===== config.mk =====
export PLATFORM = sky130hd
export DESIGN_NAME = send_top
export DESIGN_NICKNAME = d
export VERILOG_FILES = /design/src/rtl/eth_pkg.sv /design/src/rtl/lrc_accum.sv /design/src/rtl/send_top.sv
export SDC_FILE = /design/constraint.sdc
export NUM_CORES = 1
export LEC_CHECK = 0
export ABC_AREA = 1
export CAP_MARGIN = 20
export CORE_UTILIZATION = 50
export CTS_CLUSTER_DIAMETER = 40
export CTS_CLUSTER_SIZE = 10
export DETAILED_ROUTE_END_ITERATION = 8
export PLACE_DENSITY = 0.75
export SLEW_MARGIN = 10
export SYNTH_ARGS = -nofsm -noshare
export SYNTH_HDL_FRONTEND = slang
export SYNTH_SLANG_ARGS = --single-unit

===== constraint.sdc =====
create_clock -name clk -period 6 [get_ports clk]
set_clock_uncertainty 0.05 [all_clocks]
set_input_delay 1.2 -clock clk [delete_from_list [all_inputs] [get_ports clk]]
set_output_delay 1.2 -clock clk [all_outputs]
set_load 0.02 [all_outputs]

===== src/rtl/eth_pkg.sv =====
// Shared Ethernet-style framing definitions used by the sender and receiver blocks.
package eth_pkg;

  typedef enum logic [3:0] {
    IDLE,
    PREAMBLE,
    SFD,
    MACDST,
    MACSRC,
    LEN,
    PAYLOAD,
    FCS,
    GAP
  } state_e;

  localparam logic [7:0]  PREAMBLE_OCTET = 8'hAA;
  localparam logic [7:0]  SFD_OCTET      = 8'hAB;

  localparam logic [15:0] PREAMBLE_LEN   = 16'd7;
  localparam logic [15:0] SFD_LEN        = 16'd1;
  localparam logic [15:0] MAC_LEN        = 16'd6;
  localparam logic [15:0] LEN_LEN        = 16'd2;
  localparam logic [15:0] FCS_LEN        = 16'd4;

  // Two's-complement of the running octet sum, so sum + FCS == 0 mod 256.
  function automatic logic [7:0] fcs_of(input logic [7:0] sum);
    return 8'(~sum + 8'd1);
  endfunction

endpackage


===== src/rtl/lrc_accum.sv =====
// Wrapping 8-bit octet sum with its two's-complement check octet.
module lrc_accum
  import eth_pkg::*;
(
  input  logic       clk,
  input  logic       rst,
  input  logic       clr_i,
  input  logic       add_en_i,
  input  logic [7:0] octet_i,
  output logic [7:0] sum_o,
  output logic [7:0] fcs_o
);

  logic [7:0] sum_q;

  always_ff @(posedge clk) begin
    if (rst || clr_i) begin
      sum_q <= '0;
    end else if (add_en_i) begin
      sum_q <= sum_q + octet_i;
    end
  end

  assign sum_o = sum_q;
  assign fcs_o = fcs_of(sum_q);

endmodule


===== src/rtl/send_top.sv =====
// Frame sender: preamble, SFD, MAC addresses, length, streamed payload and LRC check octets.
module send_top
  import eth_pkg::*;
#(
  parameter logic [47:0] SRC_MAC_ADDR = 48'h02_00_00_00_00_01,
  parameter int unsigned IFG_CYCLES   = 12
)
(
  input  logic        clk,
  input  logic        rst,
  input  logic        req_vld,
  input  logic [47:0] req_dst,
  input  logic [15:0] req_len,
  output logic        req_rdy,
  input  logic [7:0]  pl_data,
  input  logic        pl_vld,
  output logic        pl_rdy,
  output logic [7:0]  tx_data,
  output logic        tx_start,
  output logic        tx_en,
  output logic        done,
  output logic        err
);

  localparam logic [15:0] IFG_LAST = 16'(IFG_CYCLES - 1);

  state_e      state_q;
  logic [15:0] cnt_q;
  logic [47:0] dst_q;
  logic [15:0] len_q;
  logic        done_q;
  logic        err_q;

  logic [7:0]  tx_data_c;
  logic        tx_en_c;
  logic        tx_start_c;
  logic        pl_rdy_c;
  logic        add_en;
  logic [7:0]  fcs;
  logic [7:0]  sum_unused;
  logic [47:0] dst_sh;
  logic [47:0] src_sh;

  // Address octets go out MSB first: shift the field left by 8*index and take the top octet.
  assign dst_sh = dst_q << {cnt_q[2:0], 3'b000};
  assign src_sh = SRC_MAC_ADDR << {cnt_q[2:0], 3'b000};

  always_comb begin
    tx_data_c  = '0;
    tx_en_c    = 1'b0;
    tx_start_c = 1'b0;
    pl_rdy_c   = 1'b0;
    case (state_q)
      PREAMBLE: begin
        tx_data_c  = PREAMBLE_OCTET;
        tx_en_c    = 1'b1;
        tx_start_c = (cnt_q == '0);
      end
      SFD: begin
        tx_data_c = SFD_OCTET;
        tx_en_c   = 1'b1;
      end
      MACDST: begin
        tx_data_c = dst_sh[47:40];
        tx_en_c   = 1'b1;
      end
      MACSRC: begin
        tx_data_c = src_sh[47:40];
        tx_en_c   = 1'b1;
      end
      LEN: begin
        tx_data_c = cnt_q[0] ? len_q[7:0] : len_q[15:8];
        tx_en_c   = 1'b1;
      end
      PAYLOAD: begin
        pl_rdy_c  = 1'b1;
        tx_en_c   = pl_vld;
        tx_data_c = pl_vld ? pl_data : 8'h00;
      end
      FCS: begin
        tx_data_c = fcs;
        tx_en_c   = 1'b1;
      end
      default: ;
    endcase
  end

  assign add_en = tx_en_c && (state_q inside {MACDST, MACSRC, LEN, PAYLOAD});

  lrc_accum u_lrc (
    .clk      (clk),
    .rst      (rst),
    .clr_i    (state_q == IDLE),
    .add_en_i (add_en),
    .octet_i  (tx_data_c),
    .sum_o    (sum_unused),
    .fcs_o    (fcs)
  );

  always_ff @(posedge clk) begin
    if (rst) begin
      state_q <= IDLE;
      cnt_q   <= '0;
      dst_q   <= '0;
      len_q   <= '0;
      done_q  <= 1'b0;
      err_q   <= 1'b0;
    end else begin
      done_q <= 1'b0;
      err_q  <= 1'b0;
      cnt_q  <= cnt_q + 16'd1;
      case (state_q)
        IDLE: begin
          cnt_q <= '0;
          if (req_vld) begin
            dst_q <= req_dst;
            len_q <= req_len;
            if (req_len == '0) err_q <= 1'b1;
            else               state_q <= PREAMBLE;
          end
        end
        PREAMBLE: if (cnt_q == PREAMBLE_LEN - 16'd1) begin state_q <= SFD;    cnt_q <= '0; end
        SFD:      if (cnt_q == SFD_LEN - 16'd1)      begin state_q <= MACDST; cnt_q <= '0; end
        MACDST:   if (cnt_q == MAC_LEN - 16'd1)      begin state_q <= MACSRC; cnt_q <= '0; end
        MACSRC:   if (cnt_q == MAC_LEN - 16'd1)      begin state_q <= LEN;    cnt_q <= '0; end
        LEN:      if (cnt_q == LEN_LEN - 16'd1)      begin state_q <= PAYLOAD; cnt_q <= '0; end
        PAYLOAD: begin
          // A missing payload octet aborts the frame; the octet count only advances on pl_vld.
          if (!pl_vld) begin
            err_q   <= 1'b1;
            state_q <= GAP;
            cnt_q   <= '0;
          end else if (cnt_q == len_q - 16'd1) begin
            state_q <= FCS;
            cnt_q   <= '0;
          end
        end
        FCS: begin
          if (cnt_q == FCS_LEN - 16'd1) begin
            done_q  <= 1'b1;
            state_q <= GAP;
            cnt_q   <= '0;
          end
        end
        GAP: if (cnt_q == IFG_LAST) begin state_q <= IDLE; cnt_q <= '0; end
        default: begin
          state_q <= IDLE;
          cnt_q   <= '0;
        end
      endcase
    end
  end

  // Outputs are forced quiet while rst is high so an aborted frame never leaks a partial octet.
  assign req_rdy  = (state_q == IDLE) && !rst;
  assign pl_rdy   = pl_rdy_c && !rst;
  assign tx_en    = tx_en_c && !rst;
  assign tx_start = tx_start_c && !rst;
  assign tx_data  = rst ? 8'h00 : tx_data_c;
  assign done     = done_q && !rst;
  assign err      = err_q && !rst;

endmodule


==> reports/results.ini, run 1 <==
[run_status]
status = finished, final reports clean

[min_path]
whs_endpoint = dst_q[33]
worstHoldPathCells = 2
worstHoldStart = dst_q[33]
min_path_type = reg2reg

[grt]
gr-total-overflow = 0
grt_max_degree = 84
grt_usage = 0.271
grt_pass1_wl_um = 24700
grt_pass1_vias = 5141
antenna_found_initial = 0

[final_layout]
ff_latch_area_um2 = 1880
syn_to_final_growth_pct = 21.5
multi_input_area_um2 = 3210
finish.instance_area_um2 = 6930
fill_cells = 1026
layout-drive-gt1-share = 0.0736
final_cell_mix = 148 x nand2_1, 114 x inv_1, 107 x a21oi_1, 94 x dfxtp_1, 89 x clkdlybuf4s50_1
n_antenna_cell = 0
final_nets = 1009
layout_commonest_cell = nand2_1

[cts]
cts-root-buf = clkbuf_16
cts_setup_buffers = 0
clkTransAtPathRegs_ns = 0.07
htree_levels = 3
cts_tree = done
clk_latency_ns = 0.35
cts_buffers = 9
cts_max_path_buffers = 2
cts_resized = 0
cts_sinks = 94
hold_buffers = 0

[drt]
drt_iter0_markers = 395
ant_nets = 0
vias_per_cell = 5.32
routed_wl_um = 15400
drt_pass1_iterations = 5
drcViolationCount = 0
wl_per_cell_um = 14.5
vias = 5660

[synthesis]
ys.flop_type = dfxtp_1
synthMuxAreaShare = 0
synthCells = 851
yosys.area.top_type = dfxtp_1
synth_xor_area_frac = 0.0415
synthAdderAreaFrac = 0.0321
synth_nets = 941
synth_compound_area_frac = 0.210
netlist_area_um2 = 5700
synth.avg_cell_area_um2 = 6.70
synth_warnings = 0
synth_cell_types = 43
synth_top_area_frac = 0.330
synth_seq_cells = 94
synthTopCellsByArea = dfxtp_1 33%, nand2_1 9.8%, a21oi_1 9.4%
synth_top_family_by_area = simple AND/OR/NAND/NOR gates
yosys.area_share.simple = 0.278
synth_enable_flop_cells = 0
synth-seq-area-share = 0.330
async_flop_share = 0

[worst_setup_path]
cp_max_fo = 9
endpoint_kind = primary output
reg2reg_from = state_q[0]
startpoint = pl_vld
arrival_ns = 3.24
rr_endpoint = u_lrc.sum_o[6]
setup.worst_path.class = in2out
cp_data_required_time_ns = 4.75
r2r_setup_slack_ns = 2.56
ff2ff_path_depth = 12
critical_path.startpoint_type = primary input

[sta]
slew_violations = 0
hold_violations = 0
setup_violations = 0
clock.fmax_mhz = 223
rsz0062_at_grt = false
finalSetupTns_ns = 0
period_share = 0.749
finalCriticalPeriod_ns = 4.49
worstMarginPinSlew_ns = 0.765
relSlewSlack = 0.488

[placed_design]
port_buffers = 89
place_area_um2 = 6640
dp_hpwl_um = 11700
gp_congestion = 0.914

[floorplanning]
fp-row-count = 38
dieHeight_um = 109
dieArea_um2 = 11800
io_pins = 90
start_util = 0.519
fp.dieW_um = 109
fp.coreArea_um2 = 11000

[job]
drv_cap = 0

[pwr]
vdd_drop_max_uv = 309
power_per_cell_area_nw_per_um2 = 407
power_leakage_nw = 2.81

==> cell type report <==
cell class	instances	share of cell area
well taps	140	0.0253
repair buffers	94	0.134
flip-flops and latches	94	0.272
inverters	118	0.0639
multi-input cells	602	0.463
clock buffers	10	0.0345
clock inverters	6	0.00741
==> flip-flops by register name (all words and copies together) (netlist names) <==
register	cells
dst_q	48
cnt_q	16
len_q	16
u_lrc.sum_o	8
state_q	4
done_q	1
err_q	1
==> synth_stat cells (4+ instances only) <==
cell type,n
nand3_1,59
buf_2,9
o211ai_1,7
nand2_2,6
a21oi_1,107
nand2_1,149
dfxtp_1,94
nor3_1,8
nor2_2,19
o22ai_1,11
clkbuf_1,21
xnor2_1,10
xor2_1,17
o21ai_0,81
inv_1,114
nand4_1,10
nor2_1,62
nor3_2,4
nor2_4,6
buf_1,4
nor4_1,7
ha_1,13
==> report_power, final <==
group,internal (mW),switching (mW),total (mW)
clock,0.300,0.265,0.565
sequential,0.766,0.103,0.869
combinational,0.497,0.888,1.38
==> worst max-delay path: stages <==
cell	delay (ns)
clkdlybuf4s50_1	0.44
nand2_1	0.10
clkinv_1	0.28
a221oi_1	0.36
nand2_1	0.12
inv_1	0.12
nor2_1	0.05
clkdlybuf4s50_1	0.57
==> kinds of logic (layout without fill, tap and decap cells) <==
| kind of cell | Yosys count | count (layout) |
|---|---|---|
| AND/OR/NAND/NOR | 338 | 338 |
| XOR/XNOR | 27 | 27 |
| flip-flops | 94 | 94 |
| adder cells (fa/ha/maj) | 14 | 14 |
| buffers and inverters | 155 | 228 |
| AO/OA/AOI/OAI | 223 | 223 |
==> per-stage QoR <==
| step | total power, mW | utilization | hold WS [ns] | worst slack, ns | instances |
|---|---|---|---|---|---|
| global placement | 2.23 | 0.604 | 0.386 | 1.58 | 1048 |
| detailed placement | 2.25 | 0.604 | 0.392 | 1.54 | 1048 |
| CTS | 2.82 | 0.631 | 0.402 | 1.52 | 1064 |
| finish | 2.82 | 0.631 | 0.398 | 1.51 | 1064 |
| global route | 3.03 | 0.631 | 0.421 | 1.37 | 1064 |
| floorplan | 1.91 | - | 0.375 | 2.55 | 851 |
==> how the worst max path moves through the flow <==
stage | cells past startpoint | slack (ns) | to
2_1_floorplan | 6 | 2.55 | tx_data[0]
3_3_place_gp | 8 | 1.58 | tx_data[1]
3_5_place_dp | 10 | 1.54 | tx_data[0]
4_1_cts | 10 | 1.52 | tx_data[0]
5_1_grt | 10 | 1.37 | tx_data[0]
6_report | 8 | 1.51 | tx_data[1]
==> metal layers <==
layer | part of all wire | track usage
met5 | 0 | 0
met4 | 0.034 | 0.111
met3 | 0.045 | 0.0406
met2 | 0.47 | 0.457
met1 | 0.45 | 0.347
Power figures use the tool's default switching activity.
==> run 2, diff against run 1 <==
- CORE_UTILIZATION: 50 -> 49
- PLACE_DENSITY: 0.75 -> 0.77
- clock period: 6 -> 4.1 ns (I/O delays scaled with it)
==> run 2 against run 1 <==
Net effect:
- via count is 2.0% higher
- design area up 1.1%
- core utilization is 1.5 points lower
- global-route usage up 0.99 points
- sequential power is 46% higher
- count of clock-buffer cells in the layout is 1 higher
- hold slack better by 0.0040 ns
- largest power group unchanged
==> reports/results.ini, run 2 (synthesis results as in run 1) <==
[grt]
grt_pass1_vias = 5377  ; was 5,141
grt_max_degree = 90  ; was 84
grt_usage = 0.281  ; was 0.271
grt_busiest_layer = met2  ; unchanged
grt_use_met2 = 0.461  ; was 0.457
use_met3 = 0.0451  ; was 0.0406
grt_pass1_wl_um = 25900  ; was 24,700 um
gr-total-overflow = 0  ; unchanged
met1_usage = 0.364  ; was 0.347
antenna_found_initial = 0  ; unchanged

[sta]
rsz0062_at_grt = false  ; unchanged
fin_hold_ws_ns = 0.402  ; was 0.398 ns
finalSetupTns_ns = 0  ; unchanged
relSlewSlack = 0.500  ; was 0.488
worstMarginPinSlew_ns = 0.749  ; was 0.765 ns
period_share = 0.914
finalCriticalPeriod_ns = 3.75
slew_violations = 0  ; unchanged
hold_violations = 0  ; unchanged
setup_violations = 0  ; unchanged
clock.fmax_mhz = 267

[worst_setup_path]
arrival_ns = 2.88  ; was 3.24 ns
reg2reg_from = cnt_q[1]  ; was state_q[0]
setup.worst_path.class = reg2out  ; was in2out
startpoint = cnt_q[1]  ; was pl_vld
r2r_setup_slack_ns = 0.74  ; was 2.56 ns
endpoint_kind = primary output  ; unchanged
cp_max_fo = 13  ; was 9
critical_path.startpoint_type = flop  ; was primary input
ff2ff_path_depth = 16  ; was 12
cp_data_required_time_ns = 3.23  ; was 4.75 ns
endpoint = tx_data[4]  ; was tx_data[1]
rr_endpoint = u_lrc.sum_o[7]  ; was u_lrc.sum_o[6]

[final_layout]
n_antenna_cell = 0  ; unchanged
syn_to_final_growth_pct = 22.8  ; was 21.5%
reg_top3 = dst_q x48, cnt_q x16, len_q x16  ; unchanged
regMostFlops = dst_q  ; unchanged
final_cells = 1074  ; was 1,064
final_nets = 1016  ; was 1,009
final_cell_mix = 148 x nand2_1, 114 x inv_1, 107 x a21oi_1, 94 x dfxtp_1, 89 x clkdlybuf4s50_1  ; unchanged
layout_commonest_cell = nand2_1  ; unchanged
largest_register_ffs = 48  ; unchanged
layout-drive-gt1-share = 0.0795  ; was 0.0736

[placed_design]
gp_congestion = 0.945  ; was 0.914
placed_cells = 1058  ; was 1,048
dp_hpwl_um = 11900  ; was 11,700 um
port_buffers = 89  ; unchanged

[cts]
cts_max_path_buffers = 2  ; unchanged
clk_latency_ns = 0.36  ; was 0.35 ns
cts_sinks = 94  ; unchanged
clkTransAtPathRegs_ns = 0.07  ; about the same
cts-root-buf = clkbuf_16  ; unchanged
cts_buffers = 9  ; unchanged
hold_buffers = 0  ; unchanged
cts_tree = done  ; unchanged
cts_resized = 0  ; unchanged
cts_setup_buffers = 0  ; unchanged
htree_levels = 3  ; unchanged

[pwr]
vdd_drop_max_uv = 510  ; was 309 uV
power_mw = 4.19  ; was 2.82 mW
power_per_cell_area_nw_per_um2 = 598  ; was 407 nW/um^2
power_leakage_nw = 2.84  ; was 2.81 nW

[drt]
ant_nets = 0  ; unchanged
vias = 5771  ; was 5,660
drt_iter0_markers = 327  ; was 395
drcViolationCount = 0  ; unchanged
wl_per_cell_um = 14.7  ; was 14.5 um
vias_per_cell = 5.37  ; was 5.32
drt_pass1_iterations = 5  ; unchanged
routed_wl_um = 15800  ; was 15,400 um

[floorplanning]
dieArea_um2 = 12100  ; was 11,800 um^2
start_util = 0.501  ; was 0.519
fp.dieW_um = 110  ; was 109 um
fp.coreArea_um2 = 11400  ; was 11,000 um^2
fp-row-count = 39  ; was 38
io_pins = 90  ; unchanged
dieHeight_um = 110  ; was 109 um

[run_status]
status = finished, final reports clean  ; unchanged

[job]
drv_cap = 0  ; unchanged

[min_path]
min_path_type = reg2reg  ; unchanged

## run 2: cell types whose count changed in the layout (fill, tap and decap cells not counted), sizes merged
| cell | before | now |
|---|---|---|
| clkinvlp | 0 | 2 |
| buf | 5 | 12 |
| bufinv | 0 | 1 |
| inv | 121 | 119 |
| clkinv | 3 | 1 |
| clkbuf | 10 | 11 |
## run 2: area by class of cell
cell class / instances / area (um^2)
multi-input cells: 602 / 3210
well taps: 143 / 179
repair buffers: 101 / 981
inverters: 118 / 443
clock inverters: 5 / 65.1
clock buffers: 11 / 243
flip-flops and latches: 94 / 1880
fillers: 1114 / 4370
## run 2: worst min-delay path by stage
stage | startpoint | depth (start not counted) | end | slack (ns)
after floorplan | dst_q[35] | 2 | dst_q[35] | 0.37
after detailed placement | dst_q[10] | 2 | dst_q[10] | 0.39
after global placement | dst_q[32] | 2 | dst_q[32] | 0.39
after CTS | dst_q[10] | 2 | dst_q[10] | 0.40
final | dst_q[22] | 2 | dst_q[22] | 0.40
after global routing | dst_q[22] | 2 | dst_q[22] | 0.43
## run 2: worst max-delay path, stage by stage (launching register included)
cell	delay (ns)
dfxtp_1	0.40
inv_1	0.22
nand2_1	0.38
o22ai_1	0.31
nand2_1	0.09
nand3_1	0.14
nand2_1	0.14
a21oi_1	0.21
clkdlybuf4s50_1	0.63
## run 2: where the power goes
| part | internal, mW | switching, mW |
|---|---|---|
| Sequential | 1.12 | 0.150 |
| Clock | 0.496 | 0.377 |
| Combinational | 0.740 | 1.30 |
## run 2: through the flow
stage	area [um^2]	setup WS, ns	utilization
floorplan	5700	1.27	-
global placement	6690	0.454	0.589
detailed placement	6690	0.422	0.589
CTS	7000	0.392	0.616
global route	7000	0.198	0.616
finish	7000	0.352	0.616
## run 2: metal layers
layer  share of wire  up-vias  routed length, um
met5               0        -                  0
met4           0.034        0                537
met3           0.058       30                916
met2            0.47      178               7500
met1            0.43     2613               6860
li1                -     2950                  -
==> run 3, diff against run 2 <==
- CORE_UTILIZATION: 49 -> 50
- DONT_BUFFER_PORTS: default -> 1
- PLACE_DENSITY: 0.77 -> 0.68
==> run 3 against run 2 <==
Net effect:
- final cell count decreased by 9.2%
- combinational power decreased by 4%
- die area decreased by 2.0%
- largest cell class unchanged
- sequential share of layout area increased by 4.2 points
- power decreased by 1.3%
- count of clock-buffer cells in the layout decreased by 2
- hold slack improved by 0.0018 ns
- largest power group unchanged
- routed wire length increased by 3.3%
- sequential cell count unchanged
- setup slack improved by 0.42 ns
- critical endpoint is now u_lrc.sum_o[6]
- register-to-register slack improved by 0.03 ns
==> reports/results.ini, run 3 (synthesis results as in run 1) <==
[run_status]
status = finished, final reports clean  ; unchanged

[drt]
drt_pass1_iterations = 6  ; was 5
drt_iter0_markers = 373  ; was 327
drcViolationCount = 0  ; unchanged
wl_per_cell_um = 16.8  ; was 14.7 um
vias_per_cell = 5.67  ; was 5.37
ant_nets = 0  ; unchanged
vias = 5524  ; was 5,771
routed_wl_um = 16300  ; was 15,800 um

[final_layout]
final_nets = 920  ; was 1,016
reg_top3 = dst_q x48, cnt_q x16, len_q x16  ; unchanged
finish.instance_area_um2 = 6060  ; was 7000 um^2
ff_latch_area_um2 = 1880  ; unchanged
layout_commonest_cell = nand2_1  ; unchanged
regMostFlops = dst_q  ; unchanged
multi_input_area_um2 = 3210  ; unchanged
fill_cells = 1112  ; was 1,114
n_antenna_cell = 0  ; unchanged
syn_to_final_growth_pct = 6.28  ; was 22.8%
largest_register_ffs = 48  ; unchanged
final_cell_mix = 148 x nand2_1, 114 x inv_1, 107 x a21oi_1, 94 x dfxtp_1, 81 x o21ai_0  ; was 148 x nand2_1, 114 x inv_1, 107 x a21oi_1, 94 x dfxtp_1, 89 x clkdlybuf4s50_1
layout-drive-gt1-share = 0.0814  ; was 0.0795

[placed_design]
dp_hpwl_um = 12200  ; was 11,900 um
place_ws_ns = 0.878  ; was 0.422 ns
port_buffers = 0  ; was 89
gp_congestion = 0.919  ; was 0.945
place_area_um2 = 5750  ; was 6690 um^2

[floorplanning]
fp.dieW_um = 109  ; was 110 um
fp-row-count = 38  ; was 39
io_pins = 90  ; unchanged
dieArea_um2 = 11800  ; was 12,100 um^2
start_util = 0.519  ; was 0.501
dieHeight_um = 109  ; was 110 um
fp.coreArea_um2 = 11000  ; was 11,400 um^2

[sta]
worstMarginPinSlew_ns = 0.977  ; was 0.749 ns
finalCriticalPeriod_ns = 3.33  ; was 3.75 ns
clock.fmax_mhz = 300  ; was 267 MHz
hold_violations = 0  ; unchanged
setup_slack_ns = 0.772  ; was 0.352 ns
slew_violations = 0  ; unchanged
finalSetupTns_ns = 0  ; unchanged
setup_violations = 0  ; unchanged
fin_hold_ws_ns = 0.404  ; was 0.402 ns
period_share = 0.812  ; was 0.914
rsz0062_at_grt = false  ; unchanged
relSlewSlack = 0.348  ; was 0.500

[worst_setup_path]
arrival_ns = 3.50  ; was 2.88 ns
ff2ff_path_depth = 14  ; was 16
cp_max_fo = 7  ; was 13
setup.worst_path.class = reg2reg  ; was reg2out
critical_path.startpoint_type = flop  ; unchanged
endpoint_kind = flop  ; was primary output
cp_data_required_time_ns = 4.27  ; was 3.23 ns

[cts]
htree_levels = 3  ; unchanged
cts_setup_buffers = 0  ; unchanged
clk_latency_ns = 0.36  ; about the same
clkTransAtPathRegs_ns = 0.07  ; about the same
cts_max_path_buffers = 2  ; unchanged
cts-root-buf = clkbuf_16  ; unchanged
cts_buffers = 9  ; unchanged
cts_sinks = 94  ; unchanged
hold_buffers = 0  ; unchanged
cts_resized = 0  ; unchanged
cts_tree = done  ; unchanged

[pwr]
vdd_drop_max_uv = 609  ; was 510 uV
power_mw = 4.13  ; was 4.19 mW
power_leakage_nw = 2.48  ; was 2.84 nW
power_per_cell_area_nw_per_um2 = 682  ; was 598 nW/um^2

[job]
drv_cap = 0  ; unchanged

[grt]
grt_max_degree = 116  ; was 90
use_met3 = 0.0490  ; was 0.0451
antenna_found_initial = 0  ; unchanged
gr-total-overflow = 0  ; unchanged
grt_usage = 0.290  ; was 0.281
grt_pass1_wl_um = 26100  ; was 25,900 um
grt_busiest_layer = met2  ; unchanged
grt_use_met2 = 0.462  ; was 0.461
grt_pass1_vias = 5088  ; was 5,377
met1_usage = 0.391  ; was 0.364

[min_path]
worstHoldPathCells = 2  ; unchanged
min_path_type = reg2reg  ; unchanged

[run 3: cell types whose count changed in the layout (fill, tap and decap cells not counted)]
cell / change
buf_4: -7
clkinv_2: +1
inv_6: +1
clkdlybuf4s50_1: -89
clkbuf_8: -1
clkbuf_1: -1
inv_8: +2
clkinvlp_4: -2
[run 3: power by group]
group,internal (mW),switching (mW)
combinational,0.627,1.33
clock,0.490,0.406
sequential,1.12,0.161
total,2.24,1.90
[run 3: worst max-delay path, cell delays in order, from the launching register on]
cell	delay, ns
dfxtp_1	0.42
inv_1	0.09
nor2_1	0.13
nand2_1	0.15
inv_1	0.24
nor2_1	0.12
o41ai_1	0.46
ha_1	0.27
inv_1	0.06
fa_1	0.41
o21ai_0	0.29
a21oi_1	0.11
o21bai_1	0.17
xnor2_1	0.15
a21oi_1	0.09
[run 3: final timing paths]
path / from / end / slack [ns]
hold / removal: dst_q[25] / dst_q[25] / 0.40
hold reg to reg: dst_q[25] / dst_q[25] / 0.40
setup / recovery: state_q[2] / u_lrc.sum_o[6] / 0.77
setup reg to reg: state_q[2] / u_lrc.sum_o[6] / 0.77
[run 3: layout make-up]
class                           instances  share of cell area
Multi-Input combinational cell        602               0.530
Inverter                              118              0.0731
Timing Repair Buffer                    5             0.00620
Sequential cell                        94               0.311
Tap cell                              140              0.0289
Clock buffer                            9              0.0372
Clock inverter                          7              0.0143
[run 3: routing by layer]
layer | up-vias | part of all wire
li1 | 2769 | -
met1 | 2509 | 0.45
met2 | 214 | 0.45
met3 | 32 | 0.073
met4 | 0 | 0.026
met5 | - | 0
[run 3: metrics by stage]
stage	util	cells
after floorplan	-	851
after global placement	0.523	959
after detailed placement	0.523	959
after CTS	0.551	975
after global routing	0.551	975
final	0.551	975
